### src/rtl/tokenflow_arbiter.sv
// Two-requester four-phase bundled-data arbiter onto one shared output channel.
// Define TOKENFLOW_ARBITER_SYNC_EN to add two-flop synchronizers on a_req/b_req/o_ack.
module tokenflow_arbiter #(
  parameter int W = 15
) (
  input  logic         clk,
  input  logic         rst_n,
  input  logic         a_req,
  input  logic [W-1:0] a_data,
  output logic         a_ack,
  input  logic         b_req,
  input  logic [W-1:0] b_data,
  output logic         b_ack,
  output logic         o_req,
  output logic [W-1:0] o_data,
  input  logic         o_ack
);

  typedef enum logic [1:0] {
    IDLE,
    OREQ,
    SACK,
    OREL
  } state_t;

  // Requester identity: 0 = A, 1 = B.
  localparam logic SEL_A = 1'b0;
  localparam logic SEL_B = 1'b1;

  state_t         r_state;
  logic           r_g;
  logic           r_last;
  logic           r_oreq;
  logic           r_aack;
  logic           r_back;
  logic [W-1:0]   r_odata;

  logic [2:0]     w_s;
  logic           w_s_a;
  logic           w_s_b;
  logic           w_s_oack;
  logic           w_any;
  logic           w_pick_b;
  logic           w_g_req;

`ifdef TOKENFLOW_ARBITER_SYNC_EN
  logic [2:0] r_sync1;
  logic [2:0] r_sync2;

  always_ff @(posedge clk) begin
    if (!rst_n) begin
      r_sync1 <= '0;
      r_sync2 <= '0;
    end else begin
      r_sync1 <= {o_ack, b_req, a_req};
      r_sync2 <= r_sync1;
    end
  end

  assign w_s = r_sync2;
`else
  assign w_s = {o_ack, b_req, a_req};
`endif

  assign w_s_a    = w_s[0];
  assign w_s_b    = w_s[1];
  assign w_s_oack = w_s[2];
  assign w_any    = w_s_a | w_s_b;

  // On a tie the requester that was not served last wins.
  assign w_pick_b = w_s_b & (~w_s_a | (r_last == SEL_A));
  assign w_g_req  = (r_g == SEL_B) ? w_s_b : w_s_a;

  always_ff @(posedge clk) begin
    if (!rst_n) begin
      r_state <= IDLE;
      r_last  <= SEL_B;
      r_g     <= SEL_A;
      r_oreq  <= 1'b0;
      r_aack  <= 1'b0;
      r_back  <= 1'b0;
      r_odata <= '0;
    end else begin
      unique case (r_state)
        IDLE: begin
          if (w_any) begin
            r_g     <= w_pick_b;
            r_last  <= w_pick_b;
            r_odata <= w_pick_b ? b_data : a_data;
            r_oreq  <= 1'b1;
            r_state <= OREQ;
          end
        end
        OREQ: begin
          if (w_s_oack) begin
            if (r_g == SEL_B) r_back <= 1'b1;
            else              r_aack <= 1'b1;
            r_state <= SACK;
          end
        end
        SACK: begin
          if (!w_g_req) begin
            r_oreq  <= 1'b0;
            r_state <= OREL;
          end
        end
        OREL: begin
          if (!w_s_oack) begin
            r_aack  <= 1'b0;
            r_back  <= 1'b0;
            r_state <= IDLE;
          end
        end
        default: r_state <= IDLE;
      endcase
    end
  end

  assign a_ack  = r_aack;
  assign b_ack  = r_back;
  assign o_req  = r_oreq;
  assign o_data = r_odata;

endmodule

### config.mk
export PLATFORM = sky130hd
export DESIGN_NAME = tokenflow_arbiter
export DESIGN_NICKNAME = d
export VERILOG_FILES = /design/src/rtl/tokenflow_arbiter.sv
export SDC_FILE = /design/constraint.sdc
export NUM_CORES = 1
export LEC_CHECK = 0
export BUFFER_PORTS_ARGS = -buffer_cell sky130_fd_sc_hd__buf_2
export CAP_MARGIN = 5
export CORE_MARGIN = 2
export CORE_UTILIZATION = 30
export CTS_CLUSTER_DIAMETER = 120
export DETAILED_ROUTE_END_ITERATION = 16
export PLACE_DENSITY_LB_ADDON = 0.25
export SKIP_CTS_REPAIR_TIMING = 1
export SLEW_MARGIN = 20
export SYNTH_ARGS = -nofsm -noshare
export SYNTH_HDL_FRONTEND = slang
export SYNTH_SLANG_ARGS = --single-unit
### constraint.sdc
create_clock -name clk -period 4.5 [get_ports clk]
set_input_delay 0.225 -clock clk [delete_from_list [all_inputs] [get_ports clk]]
set_output_delay 0.225 -clock clk [all_outputs]
set_load 0.01 [all_outputs]
======== Word-level counts from Yosys, hierarchy flattened ========
Index checks and enable logic that the tools add are counted.
operators by class
  equal/unequal tests ..................... 9
  multiplexer cells ....................... 17
  bitwise gates (word level) .............. 5
  reductions and logical operators ........ 8
operators with widths
  operator              count
  $mux W15              1
  $ne A2 B2 Y1 const B  6
  $reduce_and A4 Y1     3
  $mux W1               8
  $mux W2               4
  $pmux W2 S4           1
  $pmux W1 S2           3
  $eq A2 B2 Y1 const B  2
  $reduce_bool A2 Y1    2
  $reduce_and A3 Y1     1
  $eq A2 B1 Y1 const B  1
  $logic_not A2 Y1      1
  $not A1 Y1            2
  $or A1 B1 Y1          2
  $reduce_and A2 Y1     1
  $and A1 B1 Y1         1
storage, ports and cells
  register bits ........................... 22
  bits of input ports ..................... 35
  output and inout port bits .............. 18
  word-level logic and storage cells ...... 46

======== Depth between registers and ports, before layout ========
Gate-level depths: netlist of the first run.
  word-level depth ........................ 4
  mapped depth ............................ 7
  gate-level depth less buffers ........... 5

======== Worst setup path after synthesis of the first run ========
OpenSTA, ideal clock, no wires.
  path type ............................... register -> register
  from .................................... reg r_state[0]
  to ...................................... reg r_odata[10], in the netlist o_data[10]
  setup time .............................. 0.133 ns
  arrival time ............................ 1.291 ns
  required time ........................... 4.367 ns
  setup slack ............................. 3.077 ns
  cell stages (with the launch flop) ...... 8
  buffers on the path ..................... 2
  period minus slack after synthesis ...... 1.423 ns
  cell sequence ........................... dfxtp_1 inv_1 ha_1 buf_2 o21a_2 clkbuf_1 o21ai_0 a21oi_1
on the way
  word-level cells in the longest chain between the ends .. 2
ends and longest elaborated chain
  element                      line  source
  from (decl)                  30    state_t r_state;
  from (signal assigned)       76    r_state <= IDLE;
  from (signal assigned)       91    r_state <= OREQ;
  from (signal assigned)       98    r_state <= SACK;
  $logic_not A2 Y1             84    unique case (r_state)
  $reduce_and A2 Y1 (no line)  -
  to (signal assigned)         89    r_odata <= w_pick_b ? b_data : a_data;
  to (decl)                    36    logic [W-1:0] r_odata;
Every way passes these cells.
A chain may end at the register's enable or synchronous reset.

======== Worst setup path after layout of the first run ========
Ends and elaborated chain as after synthesis.

==> results of run 1 <==
-- critical path: cells and delay by family (launching register included) --
family                     cells  cell delay, ns
AOI/OAI and AO/OA              3            0.82
DFF                            1            0.36
buffers and inverters          1            0.12
adders and majority gates      1            0.38
-- metal layers --
metal	track usage, %	part of all wire [%]
met1	15.7	45
met2	24.5	47
met3	4.26	6.2
met4	5.47	1.4
met5	0	0
-- synth_stat cells --
library cell  count  share of area, %
a21o_1            1              0.65
o21a_2            1              0.76
mux2_2            1              0.98
a31oi_1           1              0.55
a21oi_1          17               7.4
dfxtp_1          22                38
buf_12            1               1.7
or2_2             1              0.55
a311oi_1          2               1.5
o21ba_1           1              0.87
nor2_1            2              0.65
mux2_4            1               1.3
nor2b_1           1              0.55
inv_1             5               1.6
nand2_1           3              0.98
o21ai_1           5               2.2
nand2b_1          3               1.6
clkbuf_1          5               1.6
a21boi_2          1              0.98
a221oi_4          1               2.3
buf_2             1              0.44
buf_6             1              0.98
ha_1              6               6.5
and3_1            1              0.55
a32oi_1           1              0.76
mux2i_1          17                15
o221a_1           2               2.0
a22oi_1           1              0.65
o21ai_0          14               6.1
-- stage by stage --
stage,total power [uW],std cells
6_report,839,215
5_1_grt,903,215
4_1_cts,847,215
3_5_place_dp,649,211
3_3_place_gp,635,211
2_1_floorplan,543,119
-- logic make-up after synthesis --
group           share of synthesized area [%]
mux                                      17.1
compound gates                           26.7
fa+ha+maj                                6.54
simple gates                             4.90
flops                                    38.3
buf+inv                                  6.43
-- placed cells by master, fill, tap and decap left out, types with 2 or more instances in the layout --
| cell | n |
|---|---|
| inv_1 | 5 |
| mux2i_1 | 17 |
| nand2b_1 | 3 |
| o21ai_1 | 5 |
| nand2_1 | 3 |
| buf_2 | 52 |
| clkbuf_8 | 3 |
| o21ai_0 | 14 |
| a311oi_1 | 2 |
| o221a_1 | 2 |
| ha_1 | 6 |
| dfxtp_1 | 22 |
| a21oi_1 | 17 |
| nor2_1 | 2 |
-- how the worst min path moves through the flow --
stage	startpoint	endpoint	slack, ns	cells after the start
after global routing	b_data[10]	o_data[10]	0.25	3
after CTS	a_data[2]	o_data[2]	0.23	3
after floorplan	rst_n	a_ack	0.37	2
after global placement	r_state[1]	r_state[1]	0.49	2
after detailed placement	r_state[1]	r_state[1]	0.51	2
final	a_data[10]	o_data[10]	0.24	3
-- power breakdown --
part           switching, uW  internal, uW  leakage, uW
combinational            188           148     0.000481
clock                   72.4           119    0.0000357
sequential              44.5           267     0.000182
-- flip-flops by register name, summed over array words and instances, names as in the netlist --
signal	cells
r_last	1
r_g	1
a_ack	1
o_data	15
r_state	2
b_ack	1
o_req	1
-- cell type report --
| class | count | area, um2 |
|---|---|---|
| sequential | 22 | 440 |
| inverter | 5 | 18.8 |
| timing repair buffer | 52 | 260 |
| clock inverter | 1 | 30.0 |
| tap | 48 | 60.1 |
| multi-input combinational | 84 | 642 |
| fill | 370 | 2170 |
| clock buffer | 3 | 41.3 |
==> impl_metrics.yaml, run 1 <==
timing:
  fmax_mhz: 572
  layout_min_cycle_time_ns: 1.75
  fin_crit_sh_pct: 38.9
  fin_skew_ns: 0.00165
  tightest_slew_ns: 0.686
  setup_tns_ns: 0
  hold_viol: 0
  whs_ns: 0.237
  slew_headroom_pct: 54.2
  drv_slew: 0
  setup_viol: 0
  final.setup.worst_slack_ns: 2.75
  rsz0062_at_grt: "no"
pwr:
  ir_worst_vdd_mv: 0.287
  power_density_nw_per_um2: 562
  p_leak_uw: 0.000700
placed_design:
  hpwl_um: 1940
  dp_slack_ns: 2.68
  port-buffer-count: 52
  placed_area_um2: 1410
  place_congestion: 0.740
routing:
  wl_per_cell_um: 12.6
  drt_iter0_markers: 33
  routed_wl_um: 2710
  num_vias: 1049
  first_pass_iters: 4
  viasPerCell: 4.88
  drc: 0
  ant_nets: 0
layout:
  layout.nets: 209
  fin_area_um2: 1490
  drive_gt1_share_pct: 37.1
  areaGrowthSynthToFinish_pct: 30.0
  utilization_pct: 40.8
  diodes: 0
worst_setup_path:
  crit_end: "o_data[10]"
  rr_startpoint: "r_state[0]"
  crit_arrival_ns: 1.96
  cp-start-kind: "register"
  critical_path_required_ns: 4.71
  reg2reg_slack_ns: 2.75
  cp_slowest_cell: "o21a_2"
  path_cells: "inv_1 > ha_1 > o21a_2 > o21ai_0 > a21oi_1"
  rr_endpoint: "o_data[10]"
  reg2reg_depth: 5
  setup.worst_path.class: "register to register"
  end_kind: "register"
  cp-startpoint: "r_state[0]"
  slowest_delay_ns: 0.53
  cp_max_fo: 30
floorplanning:
  boundaryPins: 53
  die_y_um: 65.9
  die_w_um: 65.9
  std_cell_rows: 22
  die-area_um2: 4340
  start_util_pct: 31.4
  core_region_area_um2: 3660
global_routing:
  antenna_found_initial: 0
  grt_pass1_wl_um: 4660
  grt_max_degree: 31
  grt_usage_pct: 14.0
  grt-ovfl-total: 0
  grt_pass1_vias: 1069
clock_tree:
  clk_path_buf_depth: 2
  path_clk_slew_ns: 0.09
  htreeDepth: 1
  root_buffer: "clkbuf_8"
  clock-sinks: 22
  insertion_delay_ns: 0.27
  cts_buffers: 3
  cts_tree: "built"
yosys:
  synth_warnings: 0
  synthCells: 119
  synth_cell_types: 29
  yosysSeqAreaShare_pct: 38.3
  synth-seq-cells: 22
  avgSynthCellArea_um2: 9.65
  netlist_area_um2: 1150
  syn_nets: 160
outcome:
  outcome: "completed"
flow_run:
  maxCapViolations: 0
worst_hold_path:
  hold_class: "primary input to register"
No activity file was read; power rests on OpenSTA's default activity.
==> run 2: changes to the inputs <==
==> constraint.sdc (replaced) <==
create_clock -name clk -period 1.7 [get_ports clk]
set_input_delay 0.085 -clock clk [delete_from_list [all_inputs] [get_ports clk]]
set_output_delay 0.085 -clock clk [all_outputs]
set_load 0.01 [all_outputs]
==> run 2 against run 1 <==
Via count fell by 0.48%. Die area stayed put. Clock power increased to 2.6 times the previous value. Critical path type unchanged. Wire length down 1.3%. Fmax up 14%. Combinational power rose to 2.7 times the previous value. Cell count up 0.93%. Sequential cell count did not move. Clock skew is 0.0049 ns higher. Count of clock-buffer cells in the layout did not move. Final area is 1.8% higher.
==> impl_metrics.yaml, run 2 (synthesized netlist as in run 1, its figures left out) <==
floorplanning:
  die-area_um2: 4340
  die_y_um: 65.9
  die_w_um: 65.9
  std_cell_rows: 22
  boundaryPins: 53
  start_util_pct: 31.4
  core_region_area_um2: 3660
clock_tree:
  clk_path_buf_depth: 2
  cts_tree: "built"
  htreeDepth: 1
  path_clk_slew_ns: 0.09
  cts_buffers: 3
  insertion_delay_ns: 0.27
  clock-sinks: 22
  root_buffer: "clkbuf_8"
timing:
  tightest_slew_ns: 0.372
  layout_min_cycle_time_ns: 1.53
  hold_viol: 0
  drv_slew: 0
  setup_tns_ns: 0
  fmax_mhz: 653
  fin_crit_sh_pct: 90.1
  rsz0062_at_grt: "no"
  fin_skew_ns: 0.00653
  slew_headroom_pct: 75.2
  setup_viol: 0
worst_setup_path:
  cp-start-kind: "register"
  cp_max_fo: 4
  rr_startpoint: "r_state[1]"
  critical_path_required_ns: 1.90
  cp-startpoint: "r_state[1]"
  crit_arrival_ns: 1.74
  end_kind: "register"
  setup.worst_path.class: "register to register"
  reg2reg_slack_ns: 0.17
pwr:
  switching_power_uw: 801
  p_leak_uw: 0.000710
  sw_frac_of_total_pct: 35.7
  p_seq_share_pct: 36.7
  clock_power_share_pct: 22.2
  ir_worst_vdd_mv: 0.490
  finalPower_uw: 2250
  comb_power_share_pct: 41.1
  internal_power_uw: 1440
  power_density_nw_per_um2: 1480
worst_hold_path:
  hold_class: "primary input to register"
  hold_path.startpoint: "a_data[8]"
routing:
  ant_nets: 0
  wl_per_cell_um: 12.3
  first_pass_iters: 4
  drc: 0
  routed_wl_um: 2670
  viasPerCell: 4.81
  num_vias: 1044
  drt_iter0_markers: 22
global_routing:
  grt_usage_pct: 13.5
  grt_pass1_wl_um: 4570
  grt-ovfl-total: 0
  antenna_found_initial: 0
  grt_max_degree: 31
  grt_pass1_vias: 1054
layout:
  largest_reg_flops: 15
  instances_no_fill: 217
  drive_gt1_share_pct: 37.9
  areaGrowthSynthToFinish_pct: 32.2
  final_common_cell: "buf_2"
  fillCellCount: 382
  layout_common_cells: "52 x buf_2, 22 x dfxtp_1, 17 x mux2i_1, 17 x a21oi_1, 14 x o21ai_0"
  diodes: 0
  layout.nets: 211
  utilization_pct: 41.5
placed_design:
  place_congestion: 0.744
  port-buffer-count: 52
  dp_cells: 213
  hpwl_um: 2010
outcome:
  outcome: "completed"
flow_run:
  maxCapViolations: 0
-- run 2: changes by cell type in the layout (fill, tap and decap cells not counted) --
cell      previous run  this run
a21boi_2             0         1
a21boi_4             1         0
buf_12               0         1
buf_4                0         1
o21a_2               1         0
o21a_4               0         1
-- run 2: metal layers --
layer,global-route usage (%),share of wire (%),vias up
met4,4.69,0.97,0
li1,-,-,535
met2,23.5,47,41
met3,3.07,7.3,4
met1,16.2,44,464
met5,0,0,-
-- run 2: power groups by stage --
| stage | combinational (uW) | clock, uW | sequential, uW |
|---|---|---|---|
| final | 923 | 498 | 824 |
| after global routing | 1040 | 525 | 854 |
| after CTS | 924 | 509 | 826 |
| after detailed placement | 921 | 0 | 832 |
| after global placement | 887 | 0 | 826 |
| after floorplan | 540 | 0 | 898 |
-- run 2: worst paths after layout --
check / end / cells after the start
worst min register to register: r_state[1] / 2
worst min-delay path: o_data[8] / 3
worst max-delay path: r_state[1] / 5
worst max register to register: r_state[1] / 5
-- run 2: final cells by class --
cell class                      count  area [um2]  share of cell area [%]
Clock buffer                        3        41.3                    2.72
Clock inverter                      1        30.0                    1.98
Inverter                            5        18.8                    1.24
Multi-Input combinational cell     84         641                    42.2
Sequential cell                    22         440                    29.0
Tap cell                           48        60.1                    3.95
Timing Repair Buffer               54         288                    18.9
-- run 2: worst max-delay path, cell delays in order, from the launching register on --
cell	delay, ns
dfxtp_1	0.39
inv_1	0.11
ha_1	0.20
mux2_2	0.32
a221oi_4	0.24
mux2i_1	0.21
-- run 2: through the flow --
stage	hold slack (ns)	cell area (um2)	setup slack (ns)
finish	0.102	1520	0.168
global route	0.107	1520	0.0483
CTS	0.103	1510	0.0783
detailed placement	0.381	1440	0.107
global placement	0.374	1440	0.211
floorplan	0.226	1150	0.277
==> run 3: changes to the inputs <==
--- a/config.mk
+++ b/config.mk
@@ -5,6 +5,7 @@
 export SDC_FILE = /design/constraint.sdc
 export NUM_CORES = 1
 export LEC_CHECK = 0
+export ABC_AREA = 1
 export BUFFER_PORTS_ARGS = -buffer_cell sky130_fd_sc_hd__buf_2
 export CAP_MARGIN = 5
 export CORE_MARGIN = 2
==> run 3 against run 2 <==
Wire length up 1.0%. Sequential power shrank 3.9%. Global-route usage fell by 2.1 points. Critical path type unchanged.
==> impl_metrics.yaml, run 3 <==
clock_tree:
  htreeDepth: 1
  clk_path_buf_depth: 2
  cts_tree: "built"
  cts_buffers: 3
  insertion_delay_ns: 0.27
  clock-sinks: 22
  path_clk_slew_ns: 0.08
  root_buffer: "clkbuf_8"
yosys:
  netlist_area_um2: 1320
  synthCells: 179
  yosysSeqAreaShare_pct: 33.4
  synth_largest_area_cell: "dfxtp_1"
  ys_top_cells_by_count: "29 x nand2_1, 28 x inv_1, 22 x dfxtp_1"
  async_flop_share_pct: 0
  synth_edf_count: 0
  yosysMostFrequentCell: "nand2_1"
  synth_top_area_share_pct: 33.4
  netlist_top_cells_area: "dfxtp_1 33%, a21oi_2 10%, o21ai_2 10%"
  dominantRegCellSynth: "dfxtp_1"
  synth_cell_types: 19
  synth-seq-cells: 22
  avgSynthCellArea_um2: 7.37
  syn_nets: 220
  synth_warnings: 0
global_routing:
  grt_max_degree: 31
  grt-ovfl-total: 0
  grt_usage_pct: 11.4
  grt_pass1_vias: 1070
  grt_pass1_wl_um: 4570
  antenna_found_initial: 0
timing:
  tightest_slew_ns: 0.363
  setup_viol: 0
  drv_slew: 0
  setup_tns_ns: 0
  layout_min_cycle_time_ns: 1.51
  hold_viol: 0
  rsz0062_at_grt: "no"
  slew_headroom_pct: 75.8
  fin_crit_sh_pct: 89.1
  fmax_mhz: 661
  fin_skew_ns: 0.00251
  final.setup.worst_slack_ns: 0.186
routing:
  wl_per_cell_um: 9.57
  viasPerCell: 4.23
  routed_wl_um: 2700
  drc: 0
  num_vias: 1193
  ant_nets: 0
  first_pass_iters: 4
  drt_iter0_markers: 22
worst_setup_path:
  path_cells: "inv_1 > ha_1 > o21ai_2 > inv_2 > buf_4 > o21ai_1 > a21oi_2"
  rr_startpoint: "r_state[0]"
  path_buf_inv: 3
  cp_top_family: "buffers and inverters"
  cp_max_fo: 10
  reg2reg_depth: 7
  crit_arrival_ns: 1.68
  critical_path_required_ns: 1.87
  cp_slowest_cell: "dfxtp_1"
  cp-start-kind: "register"
  end_kind: "register"
  reg2reg_slack_ns: 0.19
  cp-startpoint: "r_state[0]"
  setup.worst_path.class: "register to register"
  rr_endpoint: "o_data[10]"
  slowest_delay_ns: 0.40
worst_hold_path:
  hold_path.startpoint: "b_data[5]"
  hold_path_end: "o_data[5]"
  holdPathStages: 3
  hold_class: "primary input to register"
flow_run:
  maxCapViolations: 0
layout:
  drive_gt1_share_pct: 46.5
  areaGrowthSynthToFinish_pct: 29.1
  final_common_cell: "buf_2"
  instances_no_fill: 282
  largest_reg_flops: 15
  layout_common_cells: "52 x buf_2, 29 x nand2_1, 28 x inv_1, 22 x dfxtp_1, 17 x inv_2"
  layout.nets: 272
  diodes: 0
floorplanning:
  die_w_um: 70.3
  start_util_pct: 30.7
  die_y_um: 70.3
  core_region_area_um2: 4290
  die-area_um2: 4940
  std_cell_rows: 24
  boundaryPins: 53
pwr:
  finalPower_uw: 2430
  power_density_nw_per_um2: 1430
  p_leak_uw: 0.000910
  ir_worst_vdd_mv: 0.481
placed_design:
  dp_cells: 278
  hpwl_um: 2040
  dp_slack_ns: 0.211
  port-buffer-count: 52
  place_congestion: 0.707
outcome:
  outcome: "completed"
==> run 3: stage by stage <==
step	hold WS (ns)	utilization, %	cell area [um2]
2_1_floorplan	0.227	-	1320
3_3_place_gp	0.351	38.0	1630
3_5_place_dp	0.352	38.0	1630
4_1_cts	0.0559	39.7	1700
5_1_grt	0.0599	39.7	1700
6_report	0.0575	39.7	1700
==> run 3: worst max path at each step <==
| stage | endpoint | slack (ns) | depth (start not counted) |
|---|---|---|---|
| 5_1_grt | o_data[13] | 0.06 | 7 |
| 2_1_floorplan | o_data[10] | 0.43 | 7 |
| 4_1_cts | o_data[10] | 0.18 | 7 |
| 3_3_place_gp | o_data[7] | 0.25 | 8 |
| 6_report | o_data[10] | 0.19 | 7 |
| 3_5_place_dp | o_data[10] | 0.21 | 7 |
==> run 3: kinds of logic (layout without fill, tap and decap cells) <==
kind of cell | Yosys count | in the layout | share of synthesized area, %
compound gates | 53 | 53 | 28.9
fa+ha+maj | 6 | 6 | 5.69
buf+inv | 53 | 104 | 17.9
flops | 22 | 22 | 33.4
simple gates | 45 | 45 | 14.0
==> run 3: layout make-up <==
cell class                      count  area, um2
Tap cell                           52       65.1
Multi-Input combinational cell    104        649
Clock buffer                        3       41.3
Timing Repair Buffer               55        308
Fill cell                         466       2590
Sequential cell                    22        440
Clock inverter                      1       30.0
Inverter                           45        169
==> run 3: where the power goes <==
part	internal (uW)	leakage, uW	switching (uW)	total (uW)
Sequential	688	0.000183	103	792
Clock	315	0.0000357	186	501
Combinational	479	0.000692	662	1140
Total	1480	0.000910	951	2430
==> run 3: metal layers <==
metal,wire (um),track usage [%],up-vias
li1,-,-,660
met1,1300,14.7,492
met2,1150,17.8,36
met3,209,3.32,5
met4,38,4.49,0
met5,0,0,-
==> run 3: worst register-to-register path: cells and delay by family, from the launching register on <==
| kind | cells | cell delay, ns |
|---|---|---|
| flip-flops | 1 | 0.40 |
| AO/OA/AOI/OAI | 3 | 0.30 |
| buffers and inverters | 3 | 0.45 |
| adder cells (fa/ha/maj) | 1 | 0.26 |
